**config.mk**
```make
export PLATFORM = sky130hd
export DESIGN_NAME = mem_access_ctrl
export DESIGN_NICKNAME = d
export VERILOG_FILES = /design/src/rtl/mem_access_ctrl.sv
export SDC_FILE = /design/constraint.sdc
export NUM_CORES = 1
export LEC_CHECK = 0
export CAP_MARGIN = 40
export CORE_MARGIN = 2
export CORE_UTILIZATION = 35
export DETAILED_ROUTE_END_ITERATION = 8
export MAX_ROUTING_LAYER = met4
export PLACE_DENSITY_LB_ADDON = 0.25
export RECOVER_POWER = 25
export SETUP_SLACK_MARGIN = 0.2
export SYNTH_ARGS = -nofsm -noshare
export SYNTH_HDL_FRONTEND = slang
export SYNTH_SLANG_ARGS = --single-unit
```
**constraint.sdc**
```tcl
create_clock -name clk_i -period 1.5 [get_ports clk_i]
set_input_delay 0.15 -clock clk_i [delete_from_list [all_inputs] [get_ports clk_i]]
set_output_delay 0.15 -clock clk_i [all_outputs]
set_load 0.02 [all_outputs]
```
**src/rtl/mem_access_ctrl.sv**
```systemverilog
// mem_access_ctrl: M-stage sequencer for req/gnt/rvalid data-memory accesses,
// with store lane replication, load alignment/extension and timeout/misalignment squash.
module mem_access_ctrl #(
  parameter int XLEN     = 32,
  parameter int TIMEOUT  = 255,
  parameter int TO_WIDTH = 8
) (
  input  logic            clk_i,
  input  logic            rst,
  input  logic            ED_commit_i,
  input  logic            ED_mem_rd_i,
  input  logic            ED_mem_wr_i,
  input  logic [1:0]      ED_size_i,
  input  logic            ED_unsigned_i,
  input  logic [XLEN-1:0] ED_valE_i,
  input  logic [XLEN-1:0] ED_wdata_i,
  output logic            dmem_req_o,
  output logic            dmem_we_o,
  output logic [XLEN-1:0] dmem_addr_o,
  output logic [3:0]      dmem_be_o,
  output logic [XLEN-1:0] dmem_wdata_o,
  input  logic            dmem_gnt_i,
  input  logic            dmem_rvalid_i,
  input  logic [XLEN-1:0] dmem_rdata_i,
  output logic [XLEN-1:0] M_valM_o,
  output logic            M_stall_o,
  output logic            M_bubble_o,
  output logic            err_o,
  input  logic            err_clr_i
);
  typedef enum logic [2:0] {IDLE, REQ, WAIT, DONE, ERR} state_t;
  state_t               state_q, state_d;
  logic [TO_WIDTH-1:0]  cnt_q, cnt_d;
  logic [XLEN-1:0]      data_q, data_d;
  logic                 err_q, err_d;
  logic                 access, mis, to_hit, ext;
  logic [XLEN-1:0]      sh, fmt;
  always_comb begin
    // Gating with rst keeps every output at its idle value while reset is held.
    access       = ED_commit_i & (ED_mem_rd_i | ED_mem_wr_i) & ~rst;
    mis          = (ED_size_i == 2'd3) | ((ED_size_i == 2'd1) & ED_valE_i[0]) |
                   ((ED_size_i == 2'd2) & (|ED_valE_i[1:0]));
    dmem_addr_o  = {ED_valE_i[XLEN-1:2], 2'b00};
    dmem_be_o    = ED_size_i == 2'd0 ? 4'b0001 << ED_valE_i[1:0] :
                   ED_size_i == 2'd1 ? 4'b0011 << ED_valE_i[1:0] : 4'b1111;
    dmem_wdata_o = ED_size_i == 2'd0 ? {4{ED_wdata_i[7:0]}} :
                   ED_size_i == 2'd1 ? {2{ED_wdata_i[15:0]}} : ED_wdata_i;
    sh           = dmem_rdata_i >> {ED_valE_i[1:0], 3'b000};
    ext          = ~ED_unsigned_i & (ED_size_i == 2'd0 ? sh[7] : sh[15]);
    fmt          = ED_size_i == 2'd0 ? {{(XLEN-8){ext}}, sh[7:0]} :
                   ED_size_i == 2'd1 ? {{(XLEN-16){ext}}, sh[15:0]} : sh;
    to_hit       = cnt_q >= TO_WIDTH'(TIMEOUT - 1);
    state_d      = state_q;
    cnt_d        = cnt_q;
    data_d       = data_q;
    err_d        = err_q & ~err_clr_i;
    dmem_req_o   = 1'b0;
    M_stall_o    = 1'b0;
    M_bubble_o   = 1'b0;
    M_valM_o     = '0;
    case (state_q)
      IDLE: if (access) begin
        M_stall_o  = 1'b1;
        dmem_req_o = ~mis;
        cnt_d      = '0;
        state_d    = mis ? ERR : dmem_gnt_i ? WAIT : REQ;
      end
      REQ: begin
        M_stall_o  = 1'b1;
        dmem_req_o = 1'b1;
        cnt_d      = cnt_q + TO_WIDTH'(1);
        state_d    = dmem_gnt_i ? WAIT : to_hit ? ERR : REQ;
      end
      WAIT: begin
        M_stall_o = 1'b1;
        cnt_d     = cnt_q + TO_WIDTH'(1);
        data_d    = dmem_rvalid_i ? fmt : data_q;
        state_d   = dmem_rvalid_i ? DONE : to_hit ? ERR : WAIT;
      end
      DONE: begin
        M_valM_o = ED_mem_rd_i ? data_q : '0;
        state_d  = IDLE;
      end
      ERR: begin
        M_bubble_o = 1'b1;
        err_d      = 1'b1;
        state_d    = IDLE;
      end
      default: state_d = IDLE;
    endcase
    dmem_we_o = dmem_req_o & ED_mem_wr_i;
    err_o     = err_q;
  end
  always_ff @(posedge clk_i or posedge rst) begin
    if (rst) begin
      state_q <= IDLE;
      cnt_q   <= '0;
      data_q  <= '0;
      err_q   <= 1'b0;
    end else begin
      state_q <= state_d;
      cnt_q   <= cnt_d;
      data_q  <= data_d;
      err_q   <= err_d;
    end
  end
endmodule

```
==> results of run 1 <==
routing by layer:
metal  GRT usage [%]
met1           24.17
met2           38.66
met3           2.994
met4           5.714
met5               -
per-stage QoR:
stage / instance area [um2] / utilization [%] / hold slack (ns) / instances / setup TNS, ns
after floorplan: 3747 / - / 0.1584 / 405 / -0.03829
after global placement: 5304 / 54.01 / 0.3001 / 668 / -43.59
after detailed placement: 5304 / 54.01 / 0.3001 / 668 / -45.64
after CTS: 5879 / 59.88 / 0.3001 / 698 / -11.61
after global routing: 6226 / 63.40 / 0.3000 / 710 / -19.22
kinds of logic after synthesis:
family	synth area share (%)
other	0.1059
DFF	31.10
xor gates and xnor gates	0.2474
AOI/OAI and AO/OA	15.94
muxes	15.34
buffers and inverters	13.29
and+or+nand+nor	21.87
adders and majority gates	2.120
synthesized netlist by cell type (all sizes together), types with 2 or more instances:
cell type,n
buf,58
nand2,57
dfrtp,44
and2,36
o21ai,28
mux2i,25
mux2,24
nor2,15
o211ai,15
clkbuf,11
a21oi,9
o311ai,9
inv,8
a221oi,7
nand3,7
ha,6
nand2b,6
nor3,6
or4,5
nand4,2
nor2b,2
nor3b,2
o2111ai,2
o2bb2ai,2
or2,2
repair_timing:
item / in CTS / in global routing
buffers inserted: 17 / 8
pin swaps: 26 / 35
gates resized for setup: 388 / 70
cloned: 5 / 4
setup endpoints to repair: 116 / 94
==> impl_metrics.tcl, run 1 <==
set metrics [dict create \
    result_of_the_run "stopped before the end" \
    stop_stage "detailed routing (5_2_route)" \
    error_that_halted_the_flow "[ERROR DRT-0255] Maze Route cannot find path of net ED_valE_i[20] in worker of routeBox ( 96600 96600 ) ( 104580 104580 )." \
    synthFlopType "dfrtp_1" \
    grt_pass1_wl_um 18320 \
    repair-timing-grt-worst-ep "cnt_q[6]$_DFFE_PP0P_/D" \
    average_size_of_a_mapped_cell_um2 8.765 \
    synth.distinct_cells 49 \
    num_rows 36 \
    detailed_place_hpwl_um 8641 \
    synth_edf_count 0 \
    ctsHtreeMaxLevel 2 \
    worst_path_end_type "sequential cell input" \
    syn-cell-area_mm2 0.003541 \
    grt_util_all_layers_pct 21.15 \
    ys.warnings.count 0 \
    synth_top_area_share_pct 31.10 \
    cts.sinks 44 \
    ys_async_sr_fraction_pct 100.0 \
    holdBufCountCts 0 \
    grt-ovfl-total 0 \
    ff_latch_count_synth 44 \
    netlist_instances 404 \
    synth_seq_area_share_pct 31.10 \
    grt_start_max_net_pins 45 \
    via_count_of_the_first_global_routing_pass 3686 \
    place_worst_setup_slack_ns -0.6849 \
    starting_density_of_the_core_pct 36.06 \
    chipWidth_um 104.6 \
    antenna_found_initial 0 \
    gp_congestion 0.8767 \
    synth.top_cells.by_area "dfrtp_1, buf_4, mux2i_1" \
    synth_largest_area_cell "dfrtp_1" \
    portBuffers 149 \
    clock_root_cell "clkbuf_8" \
    cts.path.max_buffers 2 \
    die_y_um 104.6 \
    tritoncts.num_buffers 5 \
    pin_count 212 \
]
==> run 2, diff against run 1 <==
- CORE_UTILIZATION: 35 -> 38
- MAX_ROUTING_LAYER: met4 -> not set
- PLACE_DENSITY_LB_ADDON: 0.25 -> 0.15
- SETUP_SLACK_MARGIN: 0.2 -> not set
- clock period: 1.5 -> 2 ns (I/O delays scaled with it)
==> impl_metrics.tcl, run 2 <==
set metrics [dict create \
    mostFrequentLayoutCells "clkdlybuf4s50_1, nand2_1, dfrtp_1" \
    detail_route.vias_per_cell 5.144 \
    cts.path.max_buffers 2 \
    worstHoldPathCells 0 \
    nNetsFinal 638 \
    setup.worst_path.start_class "input pin" \
    worst-endpoint-required_ns 1.80 \
    power_switching_share_pct 32.86 \
    antenna_found_initial 0 \
    grt-ovfl-total 0 \
    dp_area_mm2 0.005016 \
    ctsHtreeMaxLevel 2 \
    r2r_cells 4 \
    final-seq-area_mm2 0.001101 \
    synth.most_common_cell "nand2_1" \
    final_layout_size_suffix_gt1_share_pct 19.96 \
    detailed_place_hpwl_um 7903 \
    first_iter_violations 111 \
    average_size_of_a_mapped_cell_um2 8.765 \
    tightestPinTransition_ns 1.129 \
    path_max_fanout 2 \
    number_of_flip_flops_under_the_largest_register_name 32 \
    worst_setup_end_kind "output port" \
    post-route-min-period_ns 1.924 \
    area_overhead_vs_synth_pct 40.46 \
    drtAntennaViolNets 0 \
    netlist_instances 404 \
    result_of_the_run "completed" \
    fin_util_pct 54.34 \
    via_count_of_the_first_global_routing_pass 3266 \
    starting_density_of_the_core_pct 38.69 \
    coreArea_mm2 0.009153 \
    tritoncts "yes" \
    die_y_um 100.5 \
    synth_top_cells_by_count "nand2_1, dfrtp_1, buf_4" \
    grt_util_all_layers_pct 19.65 \
    timing.clock.skew_ns 0.008914 \
    ff_latch_count_synth 44 \
    floorplan.die_area_mm2 0.01011 \
    post-route-worst-setup-slack_ns 0.07646 \
    setup_violations 0 \
    place_worst_setup_slack_ns -0.2453 \
    largest_register_by_flop_count "data_q" \
    timing.hold.worst.class "input pin to output port" \
    chipWidth_um 100.5 \
    clock_root_cell "clkbuf_8" \
    timing.final.crit_share_pct 96.18 \
    maxSlewViolCount 0 \
    synth_edf_count 0 \
    grt_pass1_wl_um 16050 \
    sequentialPowerShare_pct 43.3 \
    portBuffers 149 \
    synth_top_area_share_pct 31.10 \
    timing.setup.tns_ns 0 \
    grt_start_max_net_pins 45 \
    max_cap_viol_count 0 \
    antenna_cells_inserted 0 \
    endpoints_failing_hold 0 \
    p_int_mw 2.107 \
    max_slew_margin_pct 24.72 \
    synthFlopType "dfrtp_1" \
    pin_count 212 \
    synth.distinct_cells 49 \
    critical_path_class "input pin to output port" \
    synth_largest_area_cell "dfrtp_1" \
    syn-cell-area_mm2 0.003541 \
    ys_async_sr_fraction_pct 100.0 \
    holdBufCountCts 0 \
    clock_power_share_pct 22.5 \
    tritoncts.num_buffers 5 \
    vias 3277 \
    synth.top_cells.by_area "dfrtp_1, buf_4, mux2i_1" \
    layout_commonest_cell "clkdlybuf4s50_1" \
    achievable-frequency_ghz 0.5199 \
    switchingPower_mw 1.031 \
    routed_wire_length_per_instance_um 15.73 \
    power.ir.vdd_worst_uv 349.1 \
    power_per_cell_area_mw_per_mm2 631.0 \
    cts.sinks 44 \
    power.share.combinational_pct 34.2 \
    final_area_mm2 0.004974 \
    drt-pass1-iter-count 4 \
    gp_congestion 0.8148 \
    biggestRegsByFlops "data_q (32), cnt_q (8), state_q (3)" \
    cp_data_arrival_time_ns 1.72 \
    num_rows 35 \
    n_fill_cell 878 \
    clock_latency_ns 0.30 \
    total_leakage_power_nw 2.309 \
    remaining_drc_errors 0 \
    drt-total-wl_um 10020 \
    synth_seq_area_share_pct 31.10 \
    ys.warnings.count 0 \
    combined_area_of_the_multi_input_logic_cells_mm2 0.001994 \
]
-- run 2: cell counts after synthesis --
Identical to the previous run, type by type.
-- run 2: cells by family after synthesis --
logic type               count (synthesis)  synth area share, %
flip-flops                              44                31.10
multiplexers                            50                15.34
buffers and inverters                   77                13.29
AO/OA/AOI/OAI                           77                15.94
XOR/XNOR                                 1               0.2474
adder cells (fa/ha/maj)                  6                2.120
AND/OR/NAND/NOR                        148                21.87
other                                    1               0.1059
-- run 2: path summary, 6_finish.rpt --
path	from	endpoint	slack (ns)
max reg2reg	state_q[2]	data_q[18]	0.39
min reg2reg	data_q[15]	data_q[15]	0.48
max	ED_valE_i[0]	dmem_be_o[2]	0.08
max in group asynchronous	rst	data_q[29]	0.50
min	ED_valE_i[4]	dmem_addr_o[4]	0.40
min in group asynchronous	rst	cnt_q[6]	0.81
-- run 2: power groups by stage --
stage | clock [mW] | combinational (mW) | sequential, mW
2_1_floorplan | 0 | 0.747 | 1.32
3_3_place_gp | 0 | 1.09 | 1.37
3_5_place_dp | 0 | 1.12 | 1.38
4_1_cts | 0.730 | 1.09 | 1.36
5_1_grt | 0.753 | 1.20 | 1.40
6_report | 0.705 | 1.07 | 1.36
-- run 2: layout make-up --
| type | instances | area share, % |
|---|---|---|
| sequential | 44 | 22.14 |
| multi-input combinational | 284 | 40.10 |
| timing repair buffer | 182 | 31.97 |
| inverter | 8 | 0.6792 |
| tap | 111 | 2.792 |
| clock buffer | 5 | 1.384 |
| clock inverter | 3 | 0.9308 |
-- run 2: repair_timing --
action                                 in CTS  in global routing
setup endpoints to repair                  59                 49
cloned                                      0                  0
pin swaps                                   0                  0
endpoints found under the hold margin       0                  0
buffers inserted                            0                  0
resized for setup                          60                 76
-- run 2: per-layer routing --
layer / global-route usage [%] / part of all wire [%] / routed length (um) / vias up
met4: 6.322 / 2.1 / 206 / 0
met1: 23.31 / 40 / 3976 / 1508
met5: 0 / 0 / 0 / -
met3: 3.606 / 6.5 / 647 / 22
met2: 35.78 / 52 / 5187 / 126
li1: - / - / - / 1621
-- run 2: critical path: stages --
cell and delay, ns:
clkdlybuf4s50_1 0.50, inv_2 0.05, buf_4 0.13, ha_1 0.17, nor2b_1 0.12, a211o_1 0.26, clkdlybuf4s15_1 0.29
-- run 2: metrics by stage --
stage / hold slack [ns] / instances / power [mW]
after floorplan: 0.2085 / 405 / 2.068
after CTS: 0.4001 / 637 / 3.179
after detailed placement: 0.4001 / 629 / 2.497
after global routing: 0.4000 / 637 / 3.354
final: 0.4000 / 637 / 3.138
after global placement: 0.4001 / 629 / 2.460
(Power assumes the default switching activity.)
